### src/rtl/deconv1d_pkg.sv
// Shared types and helpers for the 1-D transposed convolution stage.
package deconv1d_pkg;

  typedef enum logic [1:0] {IDLE, MAC, EMIT, FLUSH} deconv_state_t;

  function automatic int clog2(input int value);
    int result;
    int v;
    result = 0;
    v = value - 1;
    while (v > 0) begin
      result++;
      v = v >> 1;
    end
    return result;
  endfunction

  // Drops the fractional bits of a full-width product; the caller keeps the low DATA_WIDTH bits.
  function automatic logic [63:0] prod_slice(input logic [63:0] prod, input int frac);
    return prod >> frac;
  endfunction

endpackage

### src/rtl/deconv1d_acc_bank.sv
// Partial-sum accumulators: M-lane indexed add during MAC, shift toward acc[0] on emit.
module deconv1d_acc_bank
  import deconv1d_pkg::*;
#(
  parameter int DATA_WIDTH  = 12,
  parameter int FILTER_SIZE = 5,
  parameter int MAX_MULTS   = 2,
  parameter int PASS_W      = 2
) (
  input  logic                                  clk,
  input  logic                                  rst,
  input  logic                                  add_en,
  input  logic [PASS_W-1:0]                     pass,
  input  logic [MAX_MULTS-1:0][DATA_WIDTH-1:0]  lane_prod,
  input  logic                                  shift_en,
  output logic signed [DATA_WIDTH-1:0]          acc0
);

  logic signed [DATA_WIDTH-1:0] acc [FILTER_SIZE];

  always_ff @(posedge clk) begin
    if (rst) begin
      for (int i = 0; i < FILTER_SIZE; i++) acc[i] <= '0;
    end else if (shift_en) begin
      for (int i = 0; i < FILTER_SIZE - 1; i++) acc[i] <= acc[i+1];
      acc[FILTER_SIZE-1] <= '0;
    end else if (add_en) begin
      // Lane j of pass p owns tap p*M+j; indices past K-1 never match and stay idle.
      for (int i = 0; i < FILTER_SIZE; i++)
        for (int j = 0; j < MAX_MULTS; j++)
          if (int'(pass) * MAX_MULTS + j == i) acc[i] <= acc[i] + $signed(lane_prod[j]);
    end
  end

  assign acc0 = acc[0];

endmodule

### src/rtl/deconv1d.sv
// Streaming stride-1 transposed convolution with time-multiplexed multipliers and tail flush.
module deconv1d
  import deconv1d_pkg::*;
#(
  parameter int DATA_WIDTH  = 12,
  parameter int FILTER_SIZE = 5,
  parameter int MAX_MULTS   = 2,
  parameter int FRAC_WIDTH  = 0
) (
  input  logic                                   clk,
  input  logic                                   rst,
  output logic                                   deconv_ready_in,
  input  logic                                   deconv_valid_in,
  input  logic [DATA_WIDTH-1:0]                  deconv_data_in,
  input  logic                                   deconv_last_in,
  input  logic [FILTER_SIZE-1:0][DATA_WIDTH-1:0] deconv_weights,
  input  logic [DATA_WIDTH-1:0]                  deconv_bias,
  input  logic                                   deconv_ready_out,
  output logic                                   deconv_valid_out,
  output logic [DATA_WIDTH-1:0]                  deconv_data_out,
  output logic                                   deconv_last_out
);

  localparam int PASSES  = (FILTER_SIZE + MAX_MULTS - 1) / MAX_MULTS;
  localparam int PASS_W  = (clog2(PASSES) < 1) ? 1 : clog2(PASSES);
  localparam int FLUSH_W = (clog2(FILTER_SIZE + 1) < 1) ? 1 : clog2(FILTER_SIZE + 1);

  deconv_state_t                state;
  logic [PASS_W-1:0]            pass;
  logic [FLUSH_W-1:0]           flush;
  logic signed [DATA_WIDTH-1:0] x_p0;
  logic                         last_p0;
  logic                         can_emit;
  logic signed [DATA_WIDTH-1:0] acc0;
  logic signed [DATA_WIDTH-1:0]   wsel [MAX_MULTS];
  logic signed [2*DATA_WIDTH-1:0] prod [MAX_MULTS];
  logic [MAX_MULTS-1:0][DATA_WIDTH-1:0] lane_prod;

  assign deconv_ready_in = (state == IDLE) && !rst;
  assign can_emit = ((state == EMIT) || (state == FLUSH)) &&
                    (!deconv_valid_out || deconv_ready_out);

  // MAC stage: each lane picks its tap weight for the current pass and multiplies by the latched sample.
  always_comb begin
    for (int j = 0; j < MAX_MULTS; j++) begin
      wsel[j] = '0;
      for (int i = 0; i < FILTER_SIZE; i++)
        if (int'(pass) * MAX_MULTS + j == i) wsel[j] = deconv_weights[i];
      prod[j]      = wsel[j] * x_p0;
      lane_prod[j] = DATA_WIDTH'(prod_slice(64'(prod[j]), FRAC_WIDTH));
    end
  end

  deconv1d_acc_bank #(
    .DATA_WIDTH (DATA_WIDTH),
    .FILTER_SIZE(FILTER_SIZE),
    .MAX_MULTS  (MAX_MULTS),
    .PASS_W     (PASS_W)
  ) u_acc_bank (
    .clk      (clk),
    .rst      (rst),
    .add_en   (state == MAC),
    .pass     (pass),
    .lane_prod(lane_prod),
    .shift_en (can_emit),
    .acc0     (acc0)
  );

  // Output stage: acc[0]+bias is registered and held until the downstream handshake.
  always_ff @(posedge clk) begin
    if (rst) begin
      state            <= IDLE;
      pass             <= '0;
      flush            <= '0;
      last_p0          <= 1'b0;
      deconv_valid_out <= 1'b0;
      deconv_data_out  <= '0;
      deconv_last_out  <= 1'b0;
    end else begin
      if (deconv_valid_out && deconv_ready_out) deconv_valid_out <= 1'b0;
      case (state)
        IDLE: begin
          if (deconv_valid_in) begin
            x_p0    <= $signed(deconv_data_in);
            last_p0 <= deconv_last_in;
            pass    <= '0;
            state   <= MAC;
          end
        end
        MAC: begin
          if (pass == PASS_W'(PASSES - 1)) state <= EMIT;
          else pass <= pass + 1'b1;
        end
        EMIT: begin
          if (can_emit) begin
            deconv_data_out  <= acc0 + $signed(deconv_bias);
            deconv_valid_out <= 1'b1;
            deconv_last_out  <= last_p0 && (FILTER_SIZE == 1);
            if (last_p0 && (FILTER_SIZE > 1)) begin
              flush <= FLUSH_W'(FILTER_SIZE - 1);
              state <= FLUSH;
            end else begin
              state <= IDLE;
            end
          end
        end
        FLUSH: begin
          if (can_emit) begin
            deconv_data_out  <= acc0 + $signed(deconv_bias);
            deconv_valid_out <= 1'b1;
            deconv_last_out  <= (flush == FLUSH_W'(1));
            flush            <= flush - 1'b1;
            if (flush == FLUSH_W'(1)) state <= IDLE;
          end
        end
        default: state <= IDLE;
      endcase
    end
  end

endmodule

### config.mk
export PLATFORM = sky130hd
export DESIGN_NAME = deconv1d
export DESIGN_NICKNAME = d
export VERILOG_FILES = /design/src/rtl/deconv1d_pkg.sv /design/src/rtl/deconv1d_acc_bank.sv /design/src/rtl/deconv1d.sv
export SDC_FILE = /design/constraint.sdc
export NUM_CORES = 1
export LEC_CHECK = 0
export CAP_MARGIN = 30
export CORE_UTILIZATION = 37
export DETAILED_ROUTE_END_ITERATION = 6
export GPL_ROUTABILITY_DRIVEN = 0
export PLACE_DENSITY = 0.58
export SLEW_MARGIN = 20
export SYNTH_ARGS = -nofsm -noshare
export SYNTH_HDL_FRONTEND = slang
export SYNTH_SLANG_ARGS = --single-unit
### constraint.sdc
create_clock -name clk -period 20.1 [get_ports clk]
set_input_delay 5.025 -clock clk [delete_from_list [all_inputs] [get_ports clk]]
set_output_delay 5.025 -clock clk [all_outputs]
set_load 0.02 [all_outputs]
=== Word level (Yosys, flattened, before mapping) ===
Memories as Yosys holds them, arrays and structs flattened.
Index checks and enable logic that the tools add are counted.
Widths: inputs -> output; s select.

* Input port bits: 89
* Register bits: 34
* Word-level logic and storage cells: 161
* Memories kept: 1
* Output and inout bits: 15
* Memory bits (writable): 60

* Bitwise gates (word level): 14
* Multiplexer cells: 86
* $add $sub $neg: 12
* Equal/unequal tests: 18
* $mul: 2
* Reduce and logical (&&, ||, !) cells: 20

{| class="wikitable"
|+ Memories
! memory !! depth !! width !! read ports !! clocked after memory_dff !! wr ports !! RTL line !! text
|-
| u_acc_bank.acc || 5 || 12 || 5 || 0 || 5 || deconv1d_acc_bank.sv:19 || <nowiki>logic signed [DATA_WIDTH-1:0] acc [FILTER_SIZE];</nowiki>
|}

{| class="wikitable"
|+ Operator list
! operator !! count
|-
| $mux 12 || 21
|-
| $add 12x12->12 || 9
|-
| $eq 32x3->1 const B || 2
|-
| $logic_not 32->1 || 2
|-
| $mux 1 || 50
|-
| $eq 32x2->1 const B || 1
|-
| $eq 32x4->1 const B || 1
|-
| $mul 12x12->12 || 2
|-
| $mux 2 || 8
|-
| $or 1x1->1 || 13
|-
| $ne 2x2->1 const B || 6
|-
| $eq 2x2->1 const B || 5
|-
| $mux 3 || 3
|-
| $reduce_and 3->1 || 3
|-
| $pmux 2 s4 || 1
|-
| $pmux 3 s2 || 1
|-
| $reduce_and 5->1 || 1
|-
| $add 3x1->4 const B || 1
|-
| $pmux 2 s2 || 1
|-
| $reduce_and 2->1 || 2
|-
| $reduce_and 4->1 || 1
|-
| $reduce_bool 2->1 || 2
|-
| $eq 3x1->1 const B || 1
|-
| $logic_and 1x1->1 || 3
|-
| 10 further kinds || 12
|}

=== Depth between registers and ports, before layout ===
Gate-level depths: netlist of the first run.

* Depth after elaboration: 10
* Gate-level depth with buffers: 31

=== Modules after synthesis ===
A second synthesis of the first run with hierarchy kept.

* Cells, all modules: 1239
* Area, all modules: 11511.0 sq um

{| class="wikitable"
|+ Modules (own cells, without submodules)
! module !! cells each !! area each (sq um) !! times used
|-
| deconv1d || 785 || 6785.3 || 1
|-
| deconv1d_acc_bank || 454 || 4725.8 || 1
|}

=== Least setup slack after synthesis of the first run ===
Ideal clock, no wire load.

* Path type: input port to output port
* Start: input port rst
* End: output port deconv_ready_in
* Path slack: 9.376 ns
* Data arrival time: 5.699 ns
* Buffers on the path: 1
* Stages: 2
* Path through: clkbuf_1 -> nor3_1

* Word-level cells in the longest chain between the ends: 2

{| class="wikitable"
|+ Ends and longest elaborated chain
! element !! RTL line !! text
|-
| start: declaration || deconv1d.sv:11 || <nowiki>input logic rst,</nowiki>
|-
| $logic_not 1->1 || deconv1d.sv:39 || <nowiki>assign deconv_ready_in = (state == IDLE) && !rst;</nowiki>
|-
| $logic_and 1x1->1 || deconv1d.sv:39 ||
|-
| end: declaration || deconv1d.sv:12 || <nowiki>output logic deconv_ready_in,</nowiki>
|}

Every way passes these cells.

=== Worst setup path in the final report of the first run ===
Same ends and word-level chain as after synthesis.

==> impl_metrics.csv, run 1 <==
group,metric,value,unit
routing,drt-total-wl,29300,um
logic_synthesis,ys_ff_latch,94,
critical_path,critical_path_required,15.07,ns
final_layout,nets,1607,
floorplanning,rows,63,
logic_synthesis,ys.flop_type,"edfxtp_1",
sta,finalCritPeriodShare,57.5,%
run_status,outcome,"finished clean",
logic_synthesis,ys_types,64,
logic_synthesis,synthXorXnorAreaFrac,9.05,%
routing,detail-route-antenna-nets,0,
final_layout,n_antenna_cell,0,
logic_synthesis,yosysWarningCount,0,
clocking,clockRootBuffer,"clkbuf_16",
clocking,clock_path_buffers,2,
critical_path,cp-end-kind,"output pin",
clocking,cts_tree,"done",
critical_path,path_max_fanout,31,
global_routing,grt_pass1_vias,8937,
logic_synthesis,ys_seq_area_share,22.8,%
logic_synthesis,synthAdderAreaFrac,30.2,%
logic_synthesis,synth_edf_count,72,
routing,vias,8822,
routing,viasPerCell,5.23,
clocking,numCtsBuffers,9,
floorplanning,pin_count,104,
global_routing,grt_antenna_before_repair,0,
clocking,cts-resized-gates,0,
clocking,clock-sinks,94,
logic_synthesis,syn_nets,1530,
sta,worstMarginPinSlew,0.966,ns
logic_synthesis,muxShareOfSynthArea,0.0878,%
routing,wire_per_inst,17.4,um
final_layout,area_delta_synth_final,15.1,%
clocking,clk_pin_slew_worst_paths,0.08,ns
place,place_hpwl,22300,um
logic_synthesis,synth_top_area_share,19.0,%
routing,firstDrtPassIters,4,
global_routing,grt_pass1_wl,47400,um
sta,relSlewSlack,35.3,%
final_layout,mostFrequentLayoutCells,"148 x inv_1, 141 x ha_1, 111 x nand2_1",
floorplanning,fp.dieArea,31500,um2
logic_synthesis,netlist_area,11400,um2
final_layout,n_fill_cell,2952,
place,io_buffers,103,
clocking,holdBufCountCts,0,
floorplanning,initial_core_util,38.1,%
critical_path,critPathArrivalTime,6.53,ns
sta,setup-tns-final,0,ns
sta,holdWs,0.456,ns
sta,grt_setup_unrepaired,"no",
sta,period_needed,11.55,ns
floorplanning,fp.dieW,178,um
logic_synthesis,yosysTopAreaCell,"edfxtp_1",
final_layout,final_common_cell,"inv_1",
sta,hold_viol,0,
sta,fin_skew,0.0125,ns
global_routing,grt_overflow,0,
logic_synthesis,synth.avg_cell_area,9.38,um2
logic_synthesis,synth-simple-area-share,15.9,%
sta,setup_viol,0,
critical_path,critPathLaunchType,"primary input",
critical_path,worstSetupPathType,"primary input to output pin",
logic_synthesis,netlist_top_cells_area,"edfxtp_1 19%, ha_1 15%, fa_1 15%",
final_layout,drive_gt1_share,3.62,%
floorplanning,die_h,178,um
logic_synthesis,synth_compound_area_share,15.3,%
logic_synthesis,synth_top_family_by_area,"adder cells",
sta,drv_slew,0,
sta,fmax,0.0866,GHz
min_path,worstHoldPathType,"flop to flop",
global_routing,grt_usage,19.3,%
clocking,postCtsSetupRepairBufs,0,
logic_synthesis,synth_async_sr_flop_share,0,%
clocking,htreeDepth,3,
floorplanning,coreArea,30000,um2
routing,drt_iter0_drc,408,
routing,drcViolationCount,0,
flow_run,cap_violations,0,
clocking,clk_latency,0.36,ns
global_routing,grt_max_degree,49,
logic_synthesis,synth_cells,1216,
## metrics by stage
step	instance area [um2]	worst slack, ns	utilization [%]	std cells
floorplan	11400	9.38	-	1216
global placement	12800	8.58	42.7	1670
detailed placement	12800	8.54	42.8	1671
CTS	13100	8.53	43.8	1687
global route	13100	8.44	43.8	1688
finish	13100	8.55	43.8	1688
## kinds of logic after synthesis
logic type,after synthesis
AND/OR/NAND/NOR,351
flip-flops,94
buffers and inverters,195
adder cells (fa/ha/maj),225
XOR/XNOR,93
AO/OA/AOI/OAI,257
multiplexers,1
## state kept, by name, indices dropped and copies added, names as in the netlist
register	cells
deconv_valid_out	1
x_p0	12
last_p0	1
flush	3
deconv_last_out	1
u_acc_bank.acc	60
pass	2
state	2
deconv_data_out	12
## layer usage
layer | vias to the layer above | global-route usage (%) | share of wire [%] | wire length, um
met5 | - | 0 | 0 | 0
met4 | 0 | 3.74 | 1.1 | 329
met3 | 24 | 2.25 | 3.1 | 914
met2 | 135 | 33.0 | 48 | 14200
met1 | 4341 | 26.1 | 47 | 13900
li1 | 4322 | - | - | -
## critical path, cell delays in order
cell and delay [ns]:
clkdlybuf4s50_1 0.40, buf_4 0.24, nor3_1 0.22, clkdlybuf4s50_1 0.65
## worst paths after layout
check	from	slack, ns	end	cells after the start
max reg2reg	pass[0]	12.76	u_acc_bank.acc[3][11]	23
max	rst	8.55	deconv_ready_in	4
min	deconv_last_out	0.46	deconv_last_out	2
min reg2reg	deconv_last_out	0.46	deconv_last_out	2
## layout make-up
cell class                 count  area (um2)  area share (%)
clock buffer                   9         225            1.71
sequential                    94        2600            19.8
tap                          390         488            3.72
inverter                     149         559            4.26
multi-input combinational    927        8060            61.4
clock inverter                 7        73.8           0.562
timing repair buffer         112        1130            8.57
## Yosys cell counts, types with 31 or more instances
library cell,instances
inv_1,148
nor2b_1,31
o21ai_0,56
nand2_1,111
ha_1,141
edfxtp_1,72
clkbuf_1,35
and2_1,77
nor2_1,37
fa_1,84
a21oi_1,62
xnor2_1,53
Power of run 1 is left out: the tool's default activity adds up to more than one toggle a clock period on the data nets, which glitch-free logic cannot reach.
==> inputs of run 2 (changes only) <==
Clock period 20.1 ns to 11.5 ns, I/O delays scaled along.
==> impl_metrics.csv, run 2 (synthesized netlist as in run 1, its figures left out) <==
group,metric,value,unit
sta,fin_skew,0.0159,ns
critical_path,critPathTopFamily,"adder cells",
critical_path,worstSetupPathType,"primary input to flop",
clocking,clockRootBuffer,"clkbuf_16",
critical_path,critPathBufInv,3,
sta,relSlewSlack,29.9,%
critical_path,path_max_fanout,11,
routing,vias,8802,
clocking,numCtsBuffers,9,
global_routing,grt_pass1_vias,8889,
final_layout,seqCellArea,2600,um2
critical_path,slowest_delay,0.83,ns
final_layout,top_register,"u_acc_bank.acc",
place,io_buffers,103,
min_path,worstHoldPathType,"flop to flop",
final_layout,top_regs,"u_acc_bank.acc (60), deconv_data_out (12), x_p0 (12)",
final_layout,mostFrequentLayoutCells,"148 x inv_1, 141 x ha_1, 111 x nand2_1",
place,place_hpwl,22800,um
critical_path,worstPathCellList,"clkdlybuf4s50_1, a22oi_1, nor2b_1, fa_1, ha_1, fa_1, inv_1, fa_1, fa_1, inv_1, ha_1, a21oi_1, xnor2_1, ha_1, and3_1, a311oi_1, o21bai_1, a21oi_1, xor2_1, o21ai_1",
routing,wire_per_inst,17.5,um
final_layout,layout.cells.non_filler,1690,
sta,holdWs,0.456,ns
routing,drcViolationCount,0,
clocking,clk_pin_slew_worst_paths,0.07,ns
routing,drt_iter0_drc,576,
sta,drv_slew,0,
floorplanning,fp.dieArea,31500,um2
final_layout,largest_reg_flops,60,
final_layout,drive_gt1_share,3.62,%
routing,viasPerCell,5.21,
run_status,outcome,"finished clean",
floorplanning,coreArea,30000,um2
sta,worstMarginPinSlew,1.05,ns
clocking,clk_latency,0.36,ns
final_layout,nets,1609,
flow_run,cap_violations,0,
global_routing,grt_max_degree,49,
global_routing,grt_usage,19.4,%
place,dp_cells,1673,
critical_path,critPathArrivalTime,8.79,ns
min_path,whs_path_depth,2,
critical_path,cp-end-kind,"flop",
final_layout,multi_input_area,8060,um2
global_routing,grt_pass1_wl,47400,um
routing,met1_length,14100,um
clocking,holdBufCountCts,0,
clocking,cts-resized-gates,0,
clocking,htreeDepth,3,
clocking,postCtsSetupRepairBufs,0,
floorplanning,die_h,178,um
clocking,clock_path_buffers,2,
global_routing,grt_overflow,0,
routing,drt-total-wl,29600,um
critical_path,critPathLaunchType,"primary input",
final_layout,area_delta_synth_final,15.5,%
clocking,cts_tree,"done",
floorplanning,initial_core_util,38.1,%
routing,firstDrtPassIters,7,
sta,finalCritPeriodShare,75.8,%
routing,wl_met3,1260,um
sta,grt_setup_unrepaired,"no",
critical_path,critPathMostFrequentCell,"fa_1",
final_layout,n_fill_cell,2901,
floorplanning,pin_count,104,
floorplanning,fp.dieW,178,um
global_routing,grt_antenna_before_repair,0,
routing,highest_layer,"met4",
sta,hold_viol,0,
sta,setup_viol,0,
critical_path,worst-r2r-cell-count,27,
sta,setup-tns-final,0,ns
sta,period_needed,8.72,ns
critical_path,slowest_stage,"a22oi_1",
routing,detail-route-antenna-nets,0,
final_layout,n_antenna_cell,0,
final_layout,final_util,44.0,%
routing,met2_length,13900,um
critical_path,critical_path_required,11.57,ns
sta,fmax,0.115,GHz
clocking,clock-sinks,94,
final_layout,final_common_cell,"inv_1",
critical_path,crit_cells,20,
floorplanning,rows,63,
==> run 2: cell types whose count changed in the layout (fill, tap and decap cells not counted), sizes merged <==
cell and delta:
bufinv +1, inv -2, clkinv -2, clkbuf +3, buf +2
==> run 2: layout make-up <==
cell class | count | share of cell area (%)
sequential | 94 | 19.8
tap | 390 | 3.70
inverter | 149 | 4.25
timing repair buffer | 114 | 8.59
clock buffer | 12 | 2.12
multi-input combinational | 927 | 61.2
clock inverter | 4 | 0.427
==> run 2: metal layers <==
layer	track usage [%]	vias to the layer above
met1	26.8	4259
met2	32.4	201
met5	0	-
met3	2.19	25
met4	4.77	0
li1	-	4317
==> run 2: worst min-delay path, delay by kind of cell (launching register included) <==
| kind | cells | cell delay [ns] |
|---|---|---|
| compound gates | 1 | 0.05 |
| flops | 1 | 0.31 |
| simple gates | 1 | 0.05 |
==> run 2: through the flow <==
| stage | area [um2] | setup slack [ns] |
|---|---|---|
| 5_1_grt | 13200 | 2.36 |
| 2_1_floorplan | 11400 | 3.60 |
| 3_5_place_dp | 12800 | 2.27 |
| 3_3_place_gp | 12800 | 2.37 |
| 6_report | 13200 | 2.78 |
| 4_1_cts | 13200 | 2.63 |
==> run 2: path summary, 6_finish.rpt <==
kind                 startpoint                    end  slack [ns]
min reg2reg  deconv_data_out[7]     deconv_data_out[7]        0.46
max          deconv_weights[37]  u_acc_bank.acc[3][11]        2.78
min          deconv_data_out[7]     deconv_data_out[7]        0.46
max reg2reg             pass[1]  u_acc_bank.acc[3][11]        4.32
Power of run 2 is left out for the same reason.
==> inputs of run 3 (changes only) <==
Settings changed: PLACE_DENSITY 0.58 to 0.6.
Clock period 11.5 ns to 7.3 ns, I/O delays scaled along.
==> impl_metrics.csv, run 3 (synthesized netlist as in run 1, its figures left out) <==
group,metric,value,unit
critical_path,critPathMostFrequentCell,"fa_1",
clocking,clock_path_buffers,2,
global_routing,grt_pass1_vias,9129,
clocking,clockRootBuffer,"clkbuf_16",
final_layout,nets,1688,
final_layout,final_common_cell,"inv_1",
global_routing,grt_max_degree,43,
global_routing,grt_usage,19.3,%
critical_path,critical_path_required,7.41,ns
routing,detail-route-antenna-nets,0,
min_path,worstHoldPathType,"flop to flop",
final_layout,mostFrequentLayoutCells,"148 x inv_1, 136 x ha_1, 109 x nand2_1",
clocking,cts_tree,"done",
floorplanning,die_h,178,um
final_layout,multi_input_area,8270,um2
place,dp_cells,1749,
sta,worstMarginPinSlew,0.936,ns
place,place_ws,-0.455,ns
floorplanning,initial_core_util,38.1,%
floorplanning,coreArea,30000,um2
flow_run,cap_violations,0,
sta,setup_viol,0,
sta,fmax,0.141,GHz
final_layout,top_regs,"u_acc_bank.acc (60), deconv_data_out (12), x_p0 (12)",
place,place_hpwl,23600,um
final_layout,final_util,46.6,%
clocking,numCtsBuffers,9,
critical_path,cp-end-kind,"flop",
final_layout,area_delta_synth_final,22.4,%
routing,drt-total-wl,29900,um
sta,hold_viol,0,
sta,drv_slew,0,
final_layout,seqCellArea,2600,um2
sta,period_needed,7.11,ns
floorplanning,pin_count,104,
sta,finalCritPeriodShare,97.3,%
routing,wire_per_inst,16.9,um
clocking,holdBufCountCts,0,
sta,grt_setup_unrepaired,"no",
run_status,outcome,"finished clean",
final_layout,n_fill_cell,2860,
critical_path,critPathLaunchType,"primary input",
routing,viasPerCell,5.14,
global_routing,grt_overflow,0,
critical_path,path_max_fanout,5,
final_layout,layout.cells.non_filler,1769,
sta,setup_slack,0.195,ns
critical_path,slowest_stage,"fa_1",
final_layout,top_register,"u_acc_bank.acc",
critical_path,critPathBufInv,4,
clocking,clk_latency,0.36,ns
clocking,htreeDepth,3,
final_layout,drive_gt1_share,11.1,%
global_routing,grt_antenna_before_repair,0,
floorplanning,fp.dieW,178,um
floorplanning,rows,63,
floorplanning,fp.dieArea,31500,um2
sta,fin_skew,0.0155,ns
routing,drt_iter0_drc,389,
clocking,clk_pin_slew_worst_paths,0.08,ns
sta,holdWs,0.461,ns
final_layout,largest_reg_flops,60,
critical_path,worstSetupPathType,"primary input to flop",
routing,firstDrtPassIters,5,
sta,relSlewSlack,37.6,%
clocking,clock-sinks,94,
critical_path,slowest_delay,0.55,ns
place,io_buffers,103,
final_layout,n_antenna_cell,0,
global_routing,grt_pass1_wl,47400,um
routing,vias,9100,
routing,drcViolationCount,0,
critical_path,worstPathCellList,"clkdlybuf4s50_1, a21o_1, o22a_2, buf_4, buf_4, and2_1, fa_1, fa_1, inv_1, fa_1, fa_1, fa_1, xnor2_1, xnor2_1, xnor3_1, xnor2_1, xnor2_2, xnor3_1, xnor2_1, a22o_1",
critical_path,critPathArrivalTime,7.22,ns
critical_path,critPathTopFamily,"adder cells",
[run 3: worst min-delay path, stage by stage (launching register included)]
cell	delay, ns
dfxtp_1	0.32
nand2_1	0.05
a21oi_1	0.05
[run 3: final cells by class]
type / count / area share [%]
multi-input cells: 927 / 59.2
clock buffers: 12 / 1.85
well taps: 390 / 3.49
flip-flops and latches: 94 / 18.6
repair buffers: 193 / 12.5
inverters: 149 / 4.01
clock inverters: 4 / 0.251
[run 3: final timing paths]
path | start | endpoint | slack (ns) | cells past startpoint
min | deconv_data_out[0] | deconv_data_out[0] | 0.46 | 2
min reg2reg | deconv_data_out[0] | deconv_data_out[0] | 0.46 | 2
max | deconv_weights[27] | u_acc_bank.acc[0][11] | 0.19 | 20
max reg2reg | pass[0] | u_acc_bank.acc[3][11] | 0.91 | 24
[run 3: layer usage]
metal  routed length (um)  GRT usage, %
met4                  629          5.52
met2                14300          32.5
met5                    0             0
met3                 1030          2.31
met1                14000          26.0
[run 3: repair_timing]
item / CTS / global route
gates resized for setup: 5 / 35
setup buffers: 0 / 4
cloned: 0 / 0
endpoints found under the setup margin: 3 / 10
pin swaps: 0 / 20
[run 3: per-stage QoR]
step | area [um2] | TNS [ns]
5_1_grt | 14000 | 0
3_3_place_gp | 13400 | -2.56
4_1_cts | 13700 | 0
2_1_floorplan | 11400 | 0
6_report | 14000 | 0
3_5_place_dp | 13400 | -3.04
Power of run 3 is left out for the same reason.
